==> src/rtl/alu_muldiv_seq.sv <==
// Sequencer for unsigned 32x32 multiply and 32/32 divide, one shared-ALU add or subtract per cycle.
// Results are held on hi/lo and dz until the next accepted start.
module alu_muldiv_seq (
    input  logic        clk,
    input  logic        reset,
    input  logic        start,
    input  logic        op,
    input  logic [31:0] opa,
    input  logic [31:0] opb,
    output logic        busy,
    output logic        done,
    output logic        dz,
    output logic [31:0] hi,
    output logic [31:0] lo,
    output logic [31:0] alu_a,
    output logic [31:0] alu_b,
    output logic [2:0]  alu_ctl,
    input  logic [31:0] alu_sum
);

    localparam logic [2:0] ALU_ADD = 3'b010;
    localparam logic [2:0] ALU_SUB = 3'b110;

    typedef enum logic [1:0] {IDLE, RUN, DONE} state_t;

    state_t      state;
    logic [4:0]  cnt;
    logic        op_r;
    logic [31:0] acc;   // multiply: P_hi, divide: R
    logic [31:0] low;   // multiply: P_lo, divide: Q
    logic [31:0] opr;   // multiply: M,    divide: D

    logic        carry;
    logic        borrow;
    logic        take;
    logic [31:0] nxt_acc;
    logic [31:0] nxt_low;

    // NOTE: every signal assigned in always_comb gets a default first, so no path can infer a latch.
    always_comb begin
        alu_a   = '0;
        alu_b   = '0;
        alu_ctl = ALU_ADD;
        if (state == RUN) begin
            alu_b = opr;
            if (op_r) begin
                alu_a   = {acc[30:0], low[31]};
                alu_ctl = ALU_SUB;
            end else begin
                alu_a   = acc;
            end
        end
    end

    // Carry and borrow are recovered from the operand and result sign bits; the ALU exposes neither.
    always_comb begin
        carry  = (alu_a[31] & alu_b[31]) | ((alu_a[31] | alu_b[31]) & ~alu_sum[31]);
        borrow = (~alu_a[31] & alu_b[31]) | (~(alu_a[31] ^ alu_b[31]) & alu_sum[31]);
        take   = acc[31] | ~borrow;
        if (op_r) begin
            nxt_acc = take ? alu_sum : {acc[30:0], low[31]};
            nxt_low = {low[30:0], take};
        end else if (low[0]) begin
            nxt_acc = {carry, alu_sum[31:1]};
            nxt_low = {alu_sum[0], low[31:1]};
        end else begin
            nxt_acc = {1'b0, acc[31:1]};
            nxt_low = {acc[0], low[31:1]};
        end
    end

    // NOTE: sequential state uses non-blocking assignments only, so every register samples pre-edge values.
    always_ff @(posedge clk) begin
        if (reset) begin
            state <= IDLE;
            cnt   <= '0;
            busy  <= 1'b0;
            done  <= 1'b0;
            dz    <= 1'b0;
            hi    <= '0;
            lo    <= '0;
            op_r  <= 1'b0;
            acc   <= '0;
            low   <= '0;
            opr   <= '0;
        end else begin
            done <= 1'b0;
            case (state)
                IDLE: begin
                    if (start) begin
                        op_r <= op;
                        if (op && (opb == 32'd0)) begin
                            hi    <= opa;
                            lo    <= '1;
                            dz    <= 1'b1;
                            done  <= 1'b1;
                            state <= DONE;
                        end else begin
                            acc   <= '0;
                            low   <= op ? opa : opb;
                            opr   <= op ? opb : opa;
                            dz    <= 1'b0;
                            cnt   <= '0;
                            busy  <= 1'b1;
                            state <= RUN;
                        end
                    end
                end
                RUN: begin
                    acc <= nxt_acc;
                    low <= nxt_low;
                    cnt <= cnt + 5'd1;
                    if (cnt == 5'd31) begin
                        hi    <= nxt_acc;
                        lo    <= nxt_low;
                        busy  <= 1'b0;
                        done  <= 1'b1;
                        state <= DONE;
                    end
                end
                DONE:    state <= IDLE;
                default: state <= IDLE;
            endcase
        end
    end

endmodule
==> config.mk <==
export PLATFORM = sky130hd
export DESIGN_NAME = alu_muldiv_seq
export DESIGN_NICKNAME = d
export VERILOG_FILES = /design/src/rtl/alu_muldiv_seq.sv
export SDC_FILE = /design/constraint.sdc
export NUM_CORES = 1
export LEC_CHECK = 0
export CAP_MARGIN = 20
export CORE_ASPECT_RATIO = 1.2
export CORE_MARGIN = 1.5
export CORE_UTILIZATION = 50
export CTS_BUF_LIST = sky130_fd_sc_hd__clkbuf_8 sky130_fd_sc_hd__clkbuf_16
export DETAILED_ROUTE_END_ITERATION = 8
export HOLD_SLACK_MARGIN = 0.06
export PLACE_DENSITY = 0.81
export SETUP_SLACK_MARGIN = 0.4
export SLEW_MARGIN = 10
export SYNTH_ARGS = -nofsm -noshare
export SYNTH_HDL_FRONTEND = slang
export SYNTH_SLANG_ARGS = --single-unit
==> constraint.sdc <==
create_clock -name clk -period 3.32 [get_ports clk]
set_input_delay 0.83 -clock clk [delete_from_list [all_inputs] [get_ports clk]]
set_output_delay 0.83 -clock clk [all_outputs]
set_load 0.1 [all_outputs]
* After elaboration in Yosys (flattened, before gate mapping)
Index checks and enable logic that the tools add are counted.
Operators by class: add/sub/neg operators 1, eq/ne operators 6, muxes and demuxes 41, bitwise gates (word level) 14, reduce and logical (&&, ||, !) cells 10
Operator list (number):
- 32-bit 2-to-1 mux | 20
- 32-bit one-hot mux with 2 select lines | 4
- 32-bit zero test | 1
- 5-bit 2-to-1 mux | 2
- 5-bit one-hot mux with 2 select lines | 1
- 4-bit AND reduction | 2
- 1-bit 2-to-1 mux | 6
- 2-bit 2-to-1 mux | 3
- 3-bit 2-to-1 mux | 2
- 2-bit != test, second input constant | 3
- 3-bit AND reduction | 2
- 5-bit by 1-bit adder with 5-bit output, second input constant | 1
- 5-bit equality test, second input constant | 1
- 1-bit NOT | 5
- 1-bit bitwise AND | 4
- 1-bit bitwise OR | 4
- 1-bit one-hot mux with 2 select lines | 2
- 2-bit one-hot mux with 2 select lines | 1
- 2-bit AND reduction | 2
- 2-bit by 1-bit equality test with 1-bit output, second input constant | 1
- 2-bit zero test | 1
- 2-bit by 1-bit != test with 1-bit output, second input constant | 1
- 2-bit nonzero test | 1
- 1-bit logical AND | 1
- 1-bit XOR | 1
Word-level totals: register bits 171, word-level logic and storage cells 83

* Depth between registers and ports, before layout
depth after elaboration 12, mapped depth 13, depth with buffers taken out 10

* Worst setup path after synthesis
OpenSTA, ideal clock, no wires.
path kind register to output, from register op_r, to output port alu_a[0], arrival time 2.596 ns, required time 2.490 ns, setup slack -0.106 ns, cell stages (with the launch flop) 7, buffers on the path 4, cell sequence dfxtp_1 > clkbuf_1 > buf_2 > buf_1 > buf_2 > mux2i_1 > nor2_1
On the way: cells in the longest elaborated chain, start to end 2
Ends and longest elaborated chain:
- from (decl) | RTL line 28 | logic op_r;
- from (signal assigned) | RTL line 91 | op_r <= op;
- 32-bit 2-to-1 mux | RTL line 46 | if (op_r) begin
- 32-bit 2-to-1 mux | RTL line 44 | if (state == RUN) begin
- to (decl) | RTL line 15 | output logic [31:0] alu_a,
Every way passes these cells.

* Final worst setup path
from register op_r, to output port alu_a[8]
The elaborated chain is that of the path after synthesis.

==> run metrics <==
status=finished clean; worst vdd ir=0.286 mV; final period utilization=0.849; Avg Cell Area, Syn=8.12 µm²; worst r2r src=state[0]; Pint=around 0.0039 W; I/O pin cnt=234; Final Power=0.00548 W; Max-slew headroom=0.344; vias in the first global route=8,741; routed len/inst=~19 µm; critical path peak fanout=approximately 130; vias=9,343; hold_sp=lo[3]; R2R Path End=hi[10]; Rows=54; Tot GR Track Use=0.294; Routed WL=29,300 µm; Slew @ Worst Pin=0.984 ns; Hold-fix buffers, CTS=0; # fillers=1,428; Critical Path Start Type=register; sequential-to-total area share from yosys stat=0.363; global-route wire length before repair=between 40,000 and 50,000 µm; post-CTS setup buffers=0; Yosys reg bits=171; post-place setup slack=0.177 ns; routability cong.=0.868; Hold Path Class=register to register; Flop pwr share=0.407; worst endpoint data arrival time=1.99 ns; IO Port Bufs=around 230; Final WS setup=0.500 ns; CP endpoint kind=output port; Starting Density=0.514; chip width=between 100 and 150 µm; min Tclk post-route=2.82 ns; drt drc=0; worst path required time=~2.5 ns; worst setup path startpoint=op_r; TritonCTS clock tree=yes; H-tree Lvls=4; Vias/cell=5.92; core area=18,300 µm²; Post-DP Area=12,300 µm²; FF+latch area=between 3000 and 4000 µm²; share of the synthesized area in the top cell type=0.363; DRT iter0 DRCs=782; final hold violation count=0; Post-synth EDFFs=0; DP Wirelength=about 20,000 µm; reg2reg path depth=10; Combinational Power Share=0.204; Root Buffer=clkbuf_16; syn nets=1,265; Clock Power Share=0.389; P&R area growth vs syn=37.9%; Clock Sinks=171; async set-or-reset flop fraction in the synthesized netlist=0; Main synth FF type=dfxtp_1; Crit Path Class=register to output port; footprint of the multi-input gates=5560 µm²; hold endpoint=lo[3]; clk_lat worst skew=0.43 ns; Die Area=19,700 µm²; P_leak=4.87 nW; initial antenna violation count=1; distinct cell type count of the synthesized netlist=46; drt pass-1 iters=5; Slew Limit Fails=0; CTS Buf Count=17; synth top area cells=dfxtp_1, mux2i_1, nand2_1, o21ai_0, a211oi_1; r2r setup slk=0.68 ns; clk slew on worst S/H paths=0.07 ns; Syn. warnings=0; Max Cap Viol=0; GRT overflow=0; most frequent cells in the layout=dfxtp_1, nand2_1, o21ai_0; Synth area leader=dfxtp_1; Final ANT Viol Nets=0; Setup Skew=between 0.007 and 0.008 ns; fmax=355 MHz; Hold Crit Depth=2; RSZ-0062 raised after global routing=no; cells after synthesis=1,160; clk buf depth=2; die height=153 µm; Design Area, Final=13,000 µm²; Sw Ratio=0.288; setup violators final=0; final hold slack=0.456 ns; share of cells above drive strength 1=0.201; most common cell after layout, fill and taps aside=dfxtp_1; final net count=between 1,000 and 1,500; sw power=0.00158 W; TNS Setup=0 ns; Post-Syn Area=9420 µm²; Cell Pwr Density=422 nW/µm²; largest net degree at the start of global routing=130
## critical path, stage by stage (launching register included)
cell and delay, ns:
dfxtp_4 0.37, buf_16 0.49, mux2i_1 0.39, nor2_4 0.06, buf_12 0.17
## repair_timing
action	4_1_cts	5_1_grt
gates resized for setup	0	3
endpoints found under the hold margin	0	0
setup endpoints to repair	0	12
## cell usage after synthesis (3+ instances only)
| master | instances |
|---|---|
| o31ai_1 | 34 |
| buf_1 | 9 |
| buf_4 | 7 |
| buf_6 | 11 |
| o21ai_0 | 111 |
| nor2b_1 | 35 |
| a31oi_1 | 32 |
| mux2_2 | 33 |
| buf_8 | 3 |
| inv_1 | 4 |
| nand3_1 | 32 |
| nor2_1 | 79 |
| ha_1 | 5 |
| nand2_1 | 163 |
| nor4_1 | 5 |
| a22oi_1 | 3 |
| a311o_1 | 31 |
| and2_1 | 34 |
| dfxtp_1 | 171 |
| clkbuf_1 | 66 |
| mux2i_1 | 97 |
| a21oi_1 | 67 |
| a211oi_1 | 65 |
| o21ai_1 | 13 |
| clkbuf_2 | 3 |
| buf_2 | 22 |
## cells by family (layout without fill, tap and decap cells)
family	Yosys count	after routing	share of synthesized area
adder cells (fa/ha/maj)	5	5	0.00664
AND/OR/NAND/NOR	365	365	0.177
other	2	3	0.000797
multiplexers	130	130	0.143
AO/OA/AOI/OAI	360	360	0.241
flip-flops	171	171	0.363
buffers and inverters	126	292	0.0687
XOR/XNOR	1	1	0.000930
## layer usage
layer / routed length [µm] / up-vias / GRT usage
met4: 897 / 0 / 0.122
met2: 13700 / 388 / 0.462
met5: 0 / - / 0
met3: 2210 / 59 / 0.0511
li1: - / 4477 / -
met1: 12500 / 4419 / 0.397
## power groups by stage
stage	clock network [W]	registers (W)	logic, W
final	0.00213	0.00223	0.00112
after global routing	0.00224	0.00224	0.00119
after CTS	0.00215	0.00223	0.00110
after detailed placement	0	0.00227	0.00110
after global placement	0	0.00227	0.00108
after floorplan	0	0.00224	0.000723
## through the flow
| step | instances | util |
|---|---|---|
| 3_5_place_dp | 1546 | 0.673 |
| 2_1_floorplan | 1160 | - |
| 3_3_place_gp | 1546 | 0.673 |
| 4_1_cts | 1577 | 0.708 |
| 6_report | 1579 | 0.710 |
| 5_1_grt | 1579 | 0.710 |
## state kept, by name (all words and copies together) (netlist names)
name / flops
acc: 32
busy: 1
cnt: 5
done: 1
dz: 1
hi: 32
lo: 32
low: 32
op_r: 1
opr: 32
state: 2
## area by class of cell
| type | instances | area share |
|---|---|---|
| Clock inverter | 11 | 0.0130 |
| Inverter | 5 | 0.00183 |
| Tap cell | 252 | 0.0243 |
| Multi-Input combinational cell | 863 | 0.428 |
| Timing Repair Buffer | 256 | 0.233 |
| Clock buffer | 20 | 0.0359 |
| Sequential cell | 171 | 0.264 |
| Antenna cell | 1 | 0.000193 |
## worst max path at each step
stage	endpoint	slack, ns	cells past startpoint
after floorplan	alu_a[21]	0.13	5
after global placement	hi[31]	0.23	8
after detailed placement	lo[6]	0.18	8
after CTS	alu_b[23]	0.46	5
after global routing	alu_a[6]	0.43	4
final	alu_a[8]	0.50	4
Power figures use the tool's default switching activity.
